## config.mk

```make
export PLATFORM = sky130hd
export DESIGN_NAME = i2c_txn_sequencer
export DESIGN_NICKNAME = d
export VERILOG_FILES = /design/src/rtl/i2c_seq_pkg.sv /design/src/rtl/i2c_cmd_fifo.sv /design/src/rtl/i2c_txn_sequencer.sv
export SDC_FILE = /design/constraint.sdc
export NUM_CORES = 1
export LEC_CHECK = 0
export CAP_MARGIN = 30
export CORE_UTILIZATION = 50
export DETAILED_ROUTE_END_ITERATION = 10
export PLACE_DENSITY_LB_ADDON = 0.12
export SLEW_MARGIN = 20
export SYNTH_ARGS = -nofsm -noshare
export SYNTH_HDL_FRONTEND = slang
export SYNTH_SLANG_ARGS = --single-unit
```

## constraint.sdc

```tcl
create_clock -name clk -period 4.9 [get_ports clk]
set_input_delay 0.49 -clock clk [delete_from_list [all_inputs] [get_ports clk]]
set_output_delay 0.49 -clock clk [all_outputs]
set_load 0.01 [all_outputs]
```

## src/rtl/i2c_seq_pkg.sv

```systemverilog
// Shared types for the I2C transaction sequencer: FSM state encoding and the queued command word.
package i2c_seq_pkg;

    typedef enum logic [1:0] {
        S_IDLE,
        S_LAUNCH,
        S_WAIT,
        S_RESP
    } seq_state_t;

    typedef struct packed {
        logic [6:0] addr;
        logic       rw;
        logic [7:0] wdata;
    } i2c_cmd_t;

endpackage

```

## src/rtl/i2c_cmd_fifo.sv

```systemverilog
// Command queue between the host handshake and the sequencer FSM; head visible one cycle after push, no bypass.
// Pushes are refused while full; a same-cycle pop frees a slot only from the next cycle on.
module i2c_cmd_fifo
    import i2c_seq_pkg::*;
#(
    parameter int DEPTH = 4
) (
    input  logic     clk,
    input  logic     rst_n,
    input  logic     push,
    input  i2c_cmd_t wr_dat,
    input  logic     pop,
    output i2c_cmd_t rd_dat,
    output logic     full,
    output logic     empty
);
    localparam int AW = $clog2(DEPTH);
    localparam logic [AW:0] CNT_FULL = (AW+1)'(DEPTH);

    i2c_cmd_t      mem [DEPTH];
    logic [AW-1:0] wr_ptr;
    logic [AW-1:0] rd_ptr;
    logic [AW:0]   count;
    logic          do_push;
    logic          do_pop;

    assign full    = (count == CNT_FULL);
    assign empty   = (count == '0);
    assign do_push = push && !full;
    assign do_pop  = pop && !empty;
    assign rd_dat  = mem[rd_ptr];

    always_ff @(posedge clk or negedge rst_n) begin
        if (!rst_n) begin
            wr_ptr <= '0;
            rd_ptr <= '0;
            count  <= '0;
        end else begin
            if (do_push) wr_ptr <= wr_ptr + 1'b1;
            if (do_pop)  rd_ptr <= rd_ptr + 1'b1;
            case ({do_push, do_pop})
                2'b10:   count <= count + 1'b1;
                2'b01:   count <= count - 1'b1;
                default: count <= count;
            endcase
        end
    end

    always_ff @(posedge clk) begin
        if (do_push) mem[wr_ptr] <= wr_dat;
    end

endmodule

```

## src/rtl/i2c_txn_sequencer.sv

```systemverilog
// Queues I2C commands, runs them one at a time on the engine by dropping eng_rst, returns one in-order response each.
// Command reaches the engine two cycles after an idle push; a response holds until rsp_ready, cmd_ready = FIFO not full.
module i2c_txn_sequencer
    import i2c_seq_pkg::*;
#(
    parameter int DEPTH   = 4,
    parameter int TIMEOUT = 64
) (
    input  logic       clk,
    input  logic       rst_n,
    input  logic       cmd_valid,
    output logic       cmd_ready,
    input  logic [6:0] cmd_addr,
    input  logic       cmd_rw,
    input  logic [7:0] cmd_wdata,
    output logic       rsp_valid,
    input  logic       rsp_ready,
    output logic [7:0] rsp_rdata,
    output logic       rsp_rw,
    output logic       rsp_timeout,
    output logic       eng_rst,
    output logic [6:0] eng_addr,
    output logic       eng_rw,
    output logic [7:0] eng_wdata,
    input  logic [7:0] eng_rdata,
    input  logic       eng_done,
    output logic       busy
);
    localparam int TW = (TIMEOUT > 1) ? $clog2(TIMEOUT) : 1;
    localparam logic [TW-1:0] T_LAST = TW'(TIMEOUT - 1);

    seq_state_t    state;
    seq_state_t    state_nxt;
    i2c_cmd_t      cmd_in;
    i2c_cmd_t      head;
    logic          fifo_full;
    logic          fifo_empty;
    logic          pop;
    logic          timer_clr;
    logic          timer_inc;
    logic          done_hit;
    logic          to_hit;
    logic          rsp_take;
    logic [TW-1:0] timer;

    assign cmd_in    = '{addr: cmd_addr, rw: cmd_rw, wdata: cmd_wdata};
    assign cmd_ready = !fifo_full;
    assign busy      = (state != S_IDLE) || !fifo_empty;

    i2c_cmd_fifo #(.DEPTH(DEPTH)) u_fifo (
        .clk    (clk),
        .rst_n  (rst_n),
        .push   (cmd_valid),
        .wr_dat (cmd_in),
        .pop    (pop),
        .rd_dat (head),
        .full   (fifo_full),
        .empty  (fifo_empty)
    );

    always_ff @(posedge clk or negedge rst_n) begin
        if (!rst_n) state <= S_IDLE;
        else        state <= state_nxt;
    end

    always_comb begin
        state_nxt = state;
        case (state)
            S_IDLE:   if (!fifo_empty) state_nxt = S_LAUNCH;
            S_LAUNCH: state_nxt = S_WAIT;
            S_WAIT:   if (eng_done || (timer == T_LAST)) state_nxt = S_RESP;
            S_RESP:   if (rsp_ready) state_nxt = S_IDLE;
            default:  state_nxt = S_IDLE;
        endcase
    end

    // A completion in the final timer cycle still counts as a completion.
    always_comb begin
        pop       = 1'b0;
        timer_clr = 1'b0;
        timer_inc = 1'b0;
        done_hit  = 1'b0;
        to_hit    = 1'b0;
        rsp_take  = 1'b0;
        case (state)
            S_IDLE:   pop       = !fifo_empty;
            S_LAUNCH: timer_clr = 1'b1;
            S_WAIT: begin
                timer_inc = (timer != '1);
                done_hit  = eng_done;
                to_hit    = !eng_done && (timer == T_LAST);
            end
            S_RESP:   rsp_take  = rsp_ready;
            default:  pop       = 1'b0;
        endcase
    end

    always_ff @(posedge clk or negedge rst_n) begin
        if (!rst_n) begin
            eng_rst     <= 1'b1;
            eng_addr    <= '0;
            eng_rw      <= 1'b0;
            eng_wdata   <= '0;
            timer       <= '0;
            rsp_valid   <= 1'b0;
            rsp_rdata   <= '0;
            rsp_rw      <= 1'b0;
            rsp_timeout <= 1'b0;
        end else begin
            // Engine is released on the same edge the head is loaded, so it is low throughout S_LAUNCH.
            if (pop) begin
                eng_addr  <= head.addr;
                eng_rw    <= head.rw;
                eng_wdata <= head.wdata;
                eng_rst   <= 1'b0;
            end
            if (timer_clr)      timer <= '0;
            else if (timer_inc) timer <= timer + 1'b1;
            if (done_hit || to_hit) begin
                eng_rst     <= 1'b1;
                rsp_valid   <= 1'b1;
                rsp_rw      <= eng_rw;
                rsp_timeout <= to_hit;
                rsp_rdata   <= (done_hit && !eng_rw) ? eng_rdata : 8'h00;
            end
            if (rsp_take) rsp_valid <= 1'b0;
        end
    end

endmodule

```

# --- Word-level counts from Yosys, hierarchy flattened ---
# Memory sizes are Yosys's and may differ from the RTL's. A register that Yosys moved wholly into a read port is not among the register bits.
# Index checks and enable logic that the tools add are counted.
totals:
  reg_bits: 27
  mem_bits_rw: 64
  output_inout_bits: 30
  memories: 1
memory_table:
  columns: ["name", "depth", "word_bits", "read_ports", "rd_clocked_by_memory_dff", "write_ports", "line", "text"]
  rows:
  - ["u_fifo.mem", 4, 16, 1, 1, 1, "i2c_cmd_fifo.sv:20", "i2c_cmd_t mem [DEPTH];"]
classes:
  n_addsub: 5
  eq_ne: 11
  muxes: 20
  n_reduce_logical: 20
ops:
  columns: ["cell", "count"]
  rows:
  - ["$mux 1", 12]
  - ["$mux 6", 2]
  - ["$reduce_bool 2->1", 5]
  - ["$mux 8", 1]
  - ["$pmux 2 s4", 1]
  - ["$add 6x1->6 const B", 1]
  - ["$eq 2x2->1 const B", 3]
  - ["$eq 6x6->1 const B", 1]
  - ["$mux 2", 3]
  - ["$ne 2x2->1 const B", 3]
  - ["$ne 6x6->1 const B", 1]
  - ["$pmux 3 s2", 1]
  - ["$logic_not 1->1", 5]
  - ["$add 2x1->2 const B", 2]
  - ["$eq 2x1->1 const B", 2]
  - ["$logic_and 1x1->1", 4]
  - ["$add 3x1->3 const B", 1]
  - ["$eq 3x3->1 const B", 1]
  - ["$logic_not 3->1", 1]
  - ["$logic_or 1x1->1", 3]
  - ["$reduce_and 3->1", 1]
  - ["$sub 3x1->3 const B", 1]
  - ["$logic_not 2->1", 1]

# --- Depth between registers and ports, before layout ---
# Gate-level depths: netlist of the first run.
depth:
  depth_word: 6
  depth_mapped: 10
  depth_no_buf: 9

# --- By module ---
# Synthesis of the first run repeated with hierarchy kept, for this count alone.
hier_totals:
  cells_unflattened: 253
  hier_area_um2: 4352.9
modules_own_cells:
  columns: ["mod", "instances", "cells_per_inst", "area_each_um2"]
  rows:
  - ["i2c_cmd_fifo", 1, 122, 2737.6]
  - ["i2c_txn_sequencer", 1, 131, 1615.3]

# --- Least setup slack after synthesis of the first run ---
# OpenSTA, ideal clock, no wires.
synth_path:
  path_type: "register -> register"
  from: "register u_fifo.count[0]"
  to: "register u_fifo.count[2]"
  setup_time_ps: 127
  arrival_ps: 2154
  path_slack_ps: 2619
  stages_incl_launch_ff: 9
  n_path_buf: 1
  synth_period_minus_slack_ps: 2281
  path_cell_list: "dfrtp_1 > o31ai_4 > inv_2 > clkbuf_1 > ha_1 > fa_1 > xnor2_1 > nor2_1 > xor2_1"
synth_between:
  elab_chain_cells: 6
  word_cells_on_any_way: 13
  cone_classes: "2 x add/sub; 3 x eq/ne; 2 x mux; 6 x reduce/logical"
synth_rtl:
  columns: ["element", "line", "text"]
  rows:
  - ["start: declaration", "i2c_cmd_fifo.sv:23", "logic [AW:0] count;"]
  - ["start signal: assignment", "i2c_cmd_fifo.sv:42", "2'b10: count <= count + 1'b1;"]
  - ["start signal: assignment", "i2c_cmd_fifo.sv:43", "2'b01: count <= count - 1'b1;"]
  - ["start signal: assignment", "i2c_cmd_fifo.sv:44", "default: count <= count;"]
  - ["$logic_not 3->1 (*)", "i2c_cmd_fifo.sv:28", "assign empty = (count == '0);"]
  - ["$logic_not 1->1 (*)", "i2c_txn_sequencer.sv:86", "S_IDLE: pop = !fifo_empty;"]
  - ["$mux 1 (*)", "i2c_txn_sequencer.sv:85", "case (state)"]
  - ["named net pop", "i2c_txn_sequencer.sv:38", "logic pop;"]
  - ["$logic_and 1x1->1 (*)", "i2c_cmd_fifo.sv:30", "assign do_pop = pop && !empty;"]
  - ["$eq 2x1->1 or $eq 2x2->1 (tied branches)", "i2c_cmd_fifo.sv:41", "case ({do_push, do_pop})"]
  - ["$pmux 3 s2 or $reduce_bool 2->1 (tied branches)", null, null]
# The timed path passes the listed nets; every way through them passes the cells marked *.
# A chain may end at the register's enable or synchronous reset.

# --- Worst setup path after layout of the first run ---
layout_path:
  from: "register u_fifo.count[0]"
  to: "register u_fifo.count[2]"
layout_between:
  elab_chain_cells: 6
  word_cells_on_any_way: 13
  cone_classes: "2 x add/sub; 3 x eq/ne; 2 x mux; 6 x reduce/logical"
layout_rtl:
  columns: ["element", "line"]
  rows:
  - ["$logic_not 3->1", "i2c_cmd_fifo.sv:28"]
  - ["$logic_not 1->1", "i2c_cmd_fifo.sv:30, i2c_txn_sequencer.sv:86"]
  - ["$mux 1", "i2c_txn_sequencer.sv:85"]
  - ["$logic_and 1x1->1", "i2c_cmd_fifo.sv:30"]
  - ["$eq 2x1->1 or $eq 2x2->1 (tied branches)", "i2c_cmd_fifo.sv:41"]
  - ["$pmux 3 s2 or $reduce_bool 2->1 (tied branches)", null]
# Parallel ways exist; a longest one is shown, timed or not.

==> flow_metrics.tcl, run 1 <==
set metrics [dict create \
    outcome "completed" \
    period_share_pct 56.60 \
    synth_seq_area_share_pct 70.98 \
    grt_pass1_wl_um 11440 \
    grt-ovfl-total 0 \
    arrival_ns 3.01 \
    grt_use_total_pct 17.72 \
    timing.fmax_mhz 360.6 \
    post-route-cell-area_mm2 0.005140 \
    hold_viol 0 \
    synth_top_area_share_pct 45.48 \
    power_frac_seq_pct 47.7 \
    cts_setup_buffers 0 \
    post_drt_via_cell_ratio 5.205 \
    syn-num-nets 306 \
    max_stage_delay_ns 0.76 \
    die_w_um 93.93 \
    syn_to_final_growth_pct 21.65 \
    intPower_uw 2019 \
    num-nets-final 370 \
    tritoncts.num_buffers 9 \
    diodes 0 \
    initial_core_util_pct 51.42 \
    clk_path_buf_depth 2 \
    synth_cells 265 \
    holdCritPathClass "input port to async pin" \
    die_area_mm2 0.008822 \
    yosysWarnings 0 \
    worstPathCellList "o31ai_4, inv_2, ha_1, fa_1, xnor2_1, nor2_1, xor2_1" \
    pwr_density_cell_mw_per_mm2 583.7 \
    tightest_slew_ns 0.9023 \
    vias 2285 \
    cap_viol_max_count 0 \
    path_max_fanout 19 \
    pwr-share-comb_pct 35.7 \
    postCtsHoldBufs 0 \
    cts_tree "built" \
    swShare_pct 32.69 \
    yosysTopAreaCell "edfxtp_1" \
    dpl.cell_count 422 \
    clock-sinks 107 \
    synth_area_mm2 0.004225 \
    antenna_found_initial 0 \
    critPathRequiredTime_ns 5.14 \
    insertion_delay_ns 0.36 \
    grt_max_degree 31 \
    drc 0 \
    r2r.worst_path.cells 7 \
    r2r_start "u_fifo.count[0]" \
    routed_wl_um 7029 \
    pwr-share-clk_pct 16.6 \
    cts-resized-gates 0 \
    finalCriticalPeriod_ns 2.773 \
    fin_util_pct 62.56 \
    setup.worst_path.end "u_fifo.count[2]" \
    wire_per_inst_um 16.01 \
    core-area_mm2 0.008217 \
    drtAntennaViolNets 0 \
    startpoint_type "flop" \
    drive_gt1_share_pct 13.17 \
    endpoint_kind "flop" \
    setup_ws_ns 2.127 \
    io_pins 59 \
    synth_cell_types 34 \
    r2r_end "u_fifo.count[2]" \
    rsz0062_at_grt "false" \
    leakage_uw 0.002033 \
    p_sw_uw 980.7 \
    h-tree-depth 3 \
    peakVddDrop_mv 0.2728 \
    dp_hpwl_um 4636 \
    drt_iter0_markers 90 \
    ys_top_cells_by_area "edfxtp_1 45%, dfrtp_1 25%, mux4_2 8.5%" \
    num-fill-cells 632 \
    critical_path_class "flop to flop" \
    skew_ns 0.01312 \
    ys_ff_latch 107 \
    final_cell_count_no_fill 439 \
    setup_viol 0 \
    cts_root_buf "clkbuf_8" \
    pre_cts_ws_ns 2.116 \
    die_h_um 93.93 \
    worst_path_max_delay_cell "o31ai_4" \
    io_buffers 58 \
    grt_pass1_vias 2268 \
    slew_violations 0 \
    rrSetupSlack_ns 2.13 \
    path_clk_slew_ns 0.11 \
    slew-limit-headroom_pct 39.85 \
    setup_tns_ns 0 \
    place_congestion 0.6750 \
    startpoint "u_fifo.count[0]" \
    avgSynthCellArea_um2 15.94 \
    dpl-instance-area_mm2 0.004942 \
    fp-row-count 33 \
    drtPass1Iterations 4 \
]
## synthesized netlist by cell type, drive strengths merged
cell,number
xor2,3
and3,5
and4b,1
mux4,16
nor3,3
and4,1
clkbuf,4
nand3,2
dfstp,1
a21oi,5
fa,1
inv,8
o21bai,1
o21ai,4
dfrtp,42
ha,11
or4b,1
mux2,5
nor2,10
nand2,55
nor2b,1
and2,1
xnor2,5
buf,4
o31ai,1
a22oi,1
a22o,8
mux2i,1
edfxtp,64
## state kept, by name (all words and copies together) (netlist names), 2 cells and up
signal and cells:
u_fifo.mem 64, eng_wdata 8, rsp_rdata 8, eng_addr 7, timer 6, u_fifo.count 3
state 2, u_fifo.rd_ptr 2, u_fifo.wr_ptr 2
## area by class of cell
class | count | area [um^2] | share of cell area, %
Clock inverter | 6 | 55.05 | 1.071
Tap cell | 105 | 131.4 | 2.556
Timing Repair Buffer | 61 | 638.1 | 12.41
Sequential cell | 107 | 2999 | 58.35
Multi-Input combinational cell | 142 | 1159 | 22.54
Inverter | 8 | 30.03 | 0.5842
Clock buffer | 10 | 127.6 | 2.483
## layer usage
metal  up-vias  track usage [%]  wire [um]
li1       1094                -          -
met1      1130            22.77       3211
met2        57            30.11       3446
met3         4            4.935        322
met4         0            3.846         48
met5         -                0          0
## worst min path at each step
| stage | depth (start not counted) | end | slack [ns] | from |
|---|---|---|---|---|
| 6_report | 1 | eng_wdata[2] | 0.02 | rst_n |
| 5_1_grt | 1 | eng_wdata[2] | 0.02 | rst_n |
| 4_1_cts | 1 | eng_wdata[2] | 0.01 | rst_n |
| 3_5_place_dp | 1 | rsp_rdata[7] | 0.42 | rst_n |
| 3_3_place_gp | 2 | eng_rst | 0.45 | eng_rst |
| 2_1_floorplan | 0 | eng_addr[0] | 0.19 | rst_n |
## placed cells by master, fill, tap and decap left out, types with 2 or more instances in the layout
master,Yosys,routed
edfxtp_1,64,64
clkdlybuf4s50_1,0,57
nand2_1,55,55
dfrtp_1,42,42
mux4_2,16,16
ha_1,11,11
nor2_1,10,10
clkbuf_8,0,9
a22o_1,8,8
inv_1,7,7
and3_1,5,5
a21oi_1,5,5
xnor2_1,5,5
xor2_1,3,3
nor3_1,3,3
mux2_2,3,3
inv_6,0,3
nand3_1,2,2
o21ai_1,2,2
mux2_1,2,2
clkinv_4,0,2
## power by group through the flow
stage	registers [uW]	clock network, uW	logic [uW]
finish	1430	497	1070
global route	1470	555	1180
CTS	1440	517	1080
detailed placement	1460	0	1080
global placement	1470	0	1010
floorplan	1420	0	660
## through the flow
step	hold slack (ns)	total power, uW
floorplan	0.1944	2084
finish	0.02055	3000
global placement	0.4515	2489
detailed placement	0.4201	2541
CTS	0.01155	3041
global route	0.01736	3208
## kinds of logic after synthesis
logic type	after synthesis	synth area share [%]
AO/OA/AOI/OAI	20	3.761
XOR/XNOR	8	1.658
adder cells (fa/ha/maj)	12	3.731
buffers and inverters	16	1.599
flip-flops	107	70.98
multiplexers	22	10.10
AND/OR/NAND/NOR	80	8.173
## critical path, delay by kind of cell, from the launching register on
| kind | cells | cell delay (ns) |
|---|---|---|
| AOI/OAI and AO/OA | 1 | 0.76 |
| adders and majority gates | 2 | 0.73 |
| DFF | 1 | 0.48 |
| buffers and inverters | 1 | 0.33 |
| xor gates and xnor gates | 2 | 0.30 |
| and+or+nand+nor | 1 | 0.06 |
Note: power is estimated with default switching activity, not from simulation.
==> inputs of run 2 (changes only) <==
- clock period: 4.9 -> 2.9 ns (I/O delays scaled with it)
==> flow_metrics.tcl, run 2 (synthesized netlist as in run 1, its figures left out) <==
set metrics [dict create \
    outcome "completed" \
    die_h_um 93.93 \
    worstPathBufferInverterCount 2 \
    routed_wl_um 7440 \
    setup_viol 0 \
    top_register "u_fifo.mem" \
    core-area_mm2 0.008217 \
    clk_path_buf_depth 2 \
    power_uw 5243 \
    rrSetupSlack_ns 0.75 \
    drc 0 \
    dp_hpwl_um 4699 \
    pwr_density_cell_mw_per_mm2 1005 \
    rsz0062_at_grt "false" \
    cts-resized-gates 0 \
    holdCritPathClass "input port to async pin" \
    h-tree-depth 3 \
    place_congestion 0.7123 \
    insertion_delay_ns 0.36 \
    pwr-share-clk_pct 18.4 \
    worst_path_max_delay_cell "clkdlybuf4s50_1" \
    grt_pass1_vias 2374 \
    drt_iter0_markers 96 \
    power_frac_seq_pct 45.8 \
    io_pins 59 \
    drive_gt1_share_pct 14.96 \
    clock-sinks 107 \
    layout_common_cells "64 x edfxtp_1, 57 x clkdlybuf4s50_1, 55 x nand2_1, 42 x dfrtp_1, 16 x mux4_2" \
    max_stage_delay_ns 0.50 \
    period_share_pct 82.72 \
    timing.fmax_mhz 416.8 \
    endpoint_kind "primary output" \
    final_common_cell "edfxtp_1" \
    largestRegisters "u_fifo.mem (64), eng_wdata (8), rsp_rdata (8)" \
    diodes 0 \
    pre_cts_ws_ns 0.3282 \
    path_max_fanout 4 \
    pwr-share-comb_pct 35.9 \
    p_sw_uw 1721 \
    num-fill-cells 634 \
    setup_ws_ns 0.5010 \
    largest_register_ffs 64 \
    grt_use_total_pct 18.42 \
    leakage_uw 0.002075 \
    grt_max_degree 27 \
    cts_tree "built" \
    path_clk_slew_ns 0.11 \
    die_w_um 93.93 \
    fp-row-count 33 \
    antenna_found_initial 0 \
    post_drt_via_cell_ratio 5.287 \
    hold_viol 0 \
    drtAntennaViolNets 0 \
    slew-limit-headroom_pct 46.19 \
    slew_violations 0 \
    startpoint_type "flop" \
    finalCriticalPeriod_ns 2.399 \
    num-nets-final 377 \
    critPathRequiredTime_ns 2.61 \
    grt-ovfl-total 0 \
    wire_per_inst_um 16.68 \
    vias 2358 \
    arrival_ns 2.11 \
    cts_root_buf "clkbuf_8" \
    initial_core_util_pct 51.42 \
    tightest_slew_ns 0.8071 \
    intPower_uw 3522 \
    peakVddDrop_mv 0.3848 \
    cap_viol_max_count 0 \
    die_area_mm2 0.008822 \
    io_buffers 58 \
    skew_ns 0.009952 \
    crit_family "buffers and inverters" \
    postCtsHoldBufs 1 \
    grt_pass1_wl_um 11850 \
    critical_path_class "flop to primary output" \
    swShare_pct 32.82 \
    setup_tns_ns 0 \
    syn_to_final_growth_pct 23.42 \
    worstPathCellList "inv_1, ha_1, or4b_4, clkdlybuf4s50_1" \
    tritoncts.num_buffers 9 \
    cts_setup_buffers 0 \
    drtPass1Iterations 4 \
]
==> run 2: cell count changes in the layout (fill, tap and decap cells not counted), sizes merged <==
| cell | before | now |
|---|---|---|
| buf | 4 | 10 |
| bufinv | 0 | 1 |
| clkbuf | 10 | 9 |
| clkinv | 2 | 1 |
| clkinvlp | 0 | 1 |
| dlygate4sd3 | 0 | 1 |
==> run 2: worst paths after layout <==
kind,startpoint,to,cells past startpoint
worst max-delay path,state[0],busy,4
worst min register to register,eng_rst,eng_rst,2
worst min-delay path,rst_n,rsp_rdata[3],2
max in group asynchronous,rst_n,rsp_timeout,3
worst max register to register,u_fifo.count[0],u_fifo.count[2],7
min in group clk,eng_rst,eng_rst,2
==> run 2: worst reg2reg max path, cell delays in order (launching register included) <==
cell	delay [ns]
dfrtp_1	0.49
o31ai_4	0.48
inv_2	0.07
ha_1	0.25
fa_1	0.39
xnor2_1	0.16
nor2_1	0.06
xor2_1	0.14
==> run 2: final cells by class <==
cell class	instances	area, um^2	area share [%]
Timing Repair Buffer	68	680.7	13.05
Inverter	8	30.03	0.5758
Multi-Input combinational cell	142	1159	22.22
Tap cell	105	131.4	2.519
Sequential cell	107	2999	57.51
Clock buffer	9	123.9	2.375
Clock inverter	7	91.34	1.751
==> run 2: metrics by stage <==
| step | hold WS (ns) | cell area, um^2 | instances | utilization [%] |
|---|---|---|---|---|
| 5_1_grt | 0.5144 | 5215 | 446 | 63.47 |
| 3_3_place_gp | 0.4473 | 4947 | 427 | 60.21 |
| 6_report | 0.4807 | 5215 | 446 | 63.47 |
| 3_5_place_dp | 0.3643 | 4975 | 428 | 60.55 |
| 2_1_floorplan | -0.005591 | 4225 | 265 | - |
| 4_1_cts | 0.4886 | 5200 | 445 | 63.29 |
==> run 2: power groups by stage <==
stage / Clock [uW] / Sequential, uW / Combinational, uW
floorplan: 0 / 2410 / 1120
global placement: 0 / 2420 / 1840
detailed placement: 0 / 2440 / 1880
CTS: 985 / 2410 / 1890
global route: 1040 / 2450 / 2090
finish: 963 / 2400 / 1880
==> run 2: layer usage <==
metal / vias up / track usage (%) / part of all wire, % / wire, um
met4: 0 / 6.923 / 1.5 / 110
met5: - / 0 / 0 / 0
li1: 1103 / - / - / -
met2: 57 / 30.78 / 50 / 3711
met1: 1190 / 24.37 / 45 / 3352
met3: 8 / 2.994 / 3.5 / 264
==> inputs of run 3 (changes only) <==
- clock period: 2.9 -> 2.49 ns (I/O delays scaled with it)
==> flow_metrics.tcl, run 3 (synthesized netlist as in run 1, its figures left out) <==
set metrics [dict create \
    skew_ns 0.01423 \
    grt_use_total_pct 18.05 \
    largest_register_ffs 64 \
    pwr_density_cell_mw_per_mm2 1160 \
    final_cell_count_no_fill 447 \
    h-tree-depth 3 \
    place_congestion 0.7036 \
    outcome "completed" \
    syn_to_final_growth_pct 22.83 \
    grt_pass1_wl_um 11590 \
    clock-sinks 107 \
    top_register "u_fifo.mem" \
    diodes 0 \
    slew_violations 0 \
    grt-ovfl-total 0 \
    endpoint_kind "primary output" \
    num-nets-final 378 \
    routed_wl_um 7121 \
    final_common_cell "edfxtp_1" \
    drtPass1Iterations 4 \
    initial_core_util_pct 51.42 \
    setup_ws_ns 0.1399 \
    die_w_um 93.93 \
    path_max_fanout 4 \
    post_drt_via_cell_ratio 5.235 \
    leakage_uw 0.002071 \
    pre_cts_ws_ns 0.3725 \
    setup_viol 0 \
    grt_max_degree 37 \
    peakVddDrop_mv 0.5238 \
    path_clk_slew_ns 0.11 \
    drc 0 \
    cts_root_buf "clkbuf_8" \
    arrival_ns 2.10 \
    cts-resized-gates 0 \
    setup_tns_ns 0 \
    drt_iter0_markers 80 \
    cap_viol_max_count 0 \
    finalCriticalPeriod_ns 2.350 \
    antenna_found_initial 0 \
    io_pins 59 \
    wire_per_inst_um 15.93 \
    cts_tree "built" \
    largestRegisters "u_fifo.mem (64), eng_wdata (8), rsp_rdata (8)" \
    hold_viol 0 \
    drtAntennaViolNets 0 \
    grt_pass1_vias 2289 \
    critPathRequiredTime_ns 2.24 \
    drive_gt1_share_pct 15.20 \
    core-area_mm2 0.008217 \
    vias 2340 \
    tritoncts.num_buffers 9 \
    holdCritPathClass "input port to async pin" \
    layout_common_cells "64 x edfxtp_1, 57 x clkdlybuf4s50_1, 55 x nand2_1, 42 x dfrtp_1, 16 x mux4_2" \
    hold_ws_ns 0.2441 \
    die_h_um 93.93 \
    insertion_delay_ns 0.36 \
    tightest_slew_ns 0.4860 \
    dp_hpwl_um 4666 \
    num-fill-cells 633 \
    dpl.cell_count 430 \
    io_buffers 58 \
    rsz0062_at_grt "false" \
    die_area_mm2 0.008822 \
    critical_path_class "flop to primary output" \
    timing.fmax_mhz 425.5 \
    startpoint_type "flop" \
    fp-row-count 33 \
    period_share_pct 94.38 \
    clk_path_buf_depth 2 \
    slew-limit-headroom_pct 67.48 \
]
run 3: power by group:
part           total (uW)  switching [uW]  internal (uW)
Clock                1080             599            483
Combinational        2200            1040           1160
Sequential           2740             298           2440
run 3: worst paths after layout:
path                            cells after the start  slack (ns)       startpoint              end
worst max register to register                      9        0.43  u_fifo.count[0]  u_fifo.count[2]
worst min register to register                      2        0.48          eng_rst          eng_rst
worst min-delay path                                2        0.24            rst_n      eng_addr[1]
max in group asynchronous                           3        1.50            rst_n          eng_rst
min in group clk                                    2        0.48          eng_rst          eng_rst
worst max-delay path                                4        0.14         state[0]             busy
run 3: cell type report:
cell class | instances | area [um^2] | share of cell area, %
multi-input combinational | 142 | 1159 | 22.32
sequential | 107 | 2999 | 57.79
timing repair buffer | 69 | 660.6 | 12.73
clock inverter | 7 | 86.33 | 1.663
clock buffer | 9 | 123.9 | 2.387
tap | 105 | 131.4 | 2.531
inverter | 8 | 30.03 | 0.5786
run 3: worst max-delay path, cell delays in order (launching register included):
cell             delay [ns]
dfrtp_1                0.41
inv_1                  0.13
ha_1                   0.22
or4b_4                 0.49
clkdlybuf4s50_1        0.49
run 3: per-stage QoR:
step	total power, uW	util (%)	instance area, um^2
global placement	4989	60.48	4970
global route	6434	63.16	5190
finish	6019	63.16	5190
detailed placement	5030	60.48	4970
floorplan	4101	-	4225
CTS	6118	63.16	5190
run 3: routing by layer:
metal | wire length (um) | global-route usage [%] | vias up
li1 | - | - | 1113
met1 | 3306 | 25.34 | 1163
met2 | 3388 | 28.04 | 54
met3 | 322 | 3.398 | 10
met4 | 104 | 7.308 | 0
met5 | 0 | 0 | -
run 3: what timing repair did:
item,in CTS,in global routing
hold buffers,1,0
setup buffers,0,0
endpoints found under the hold margin,7,0
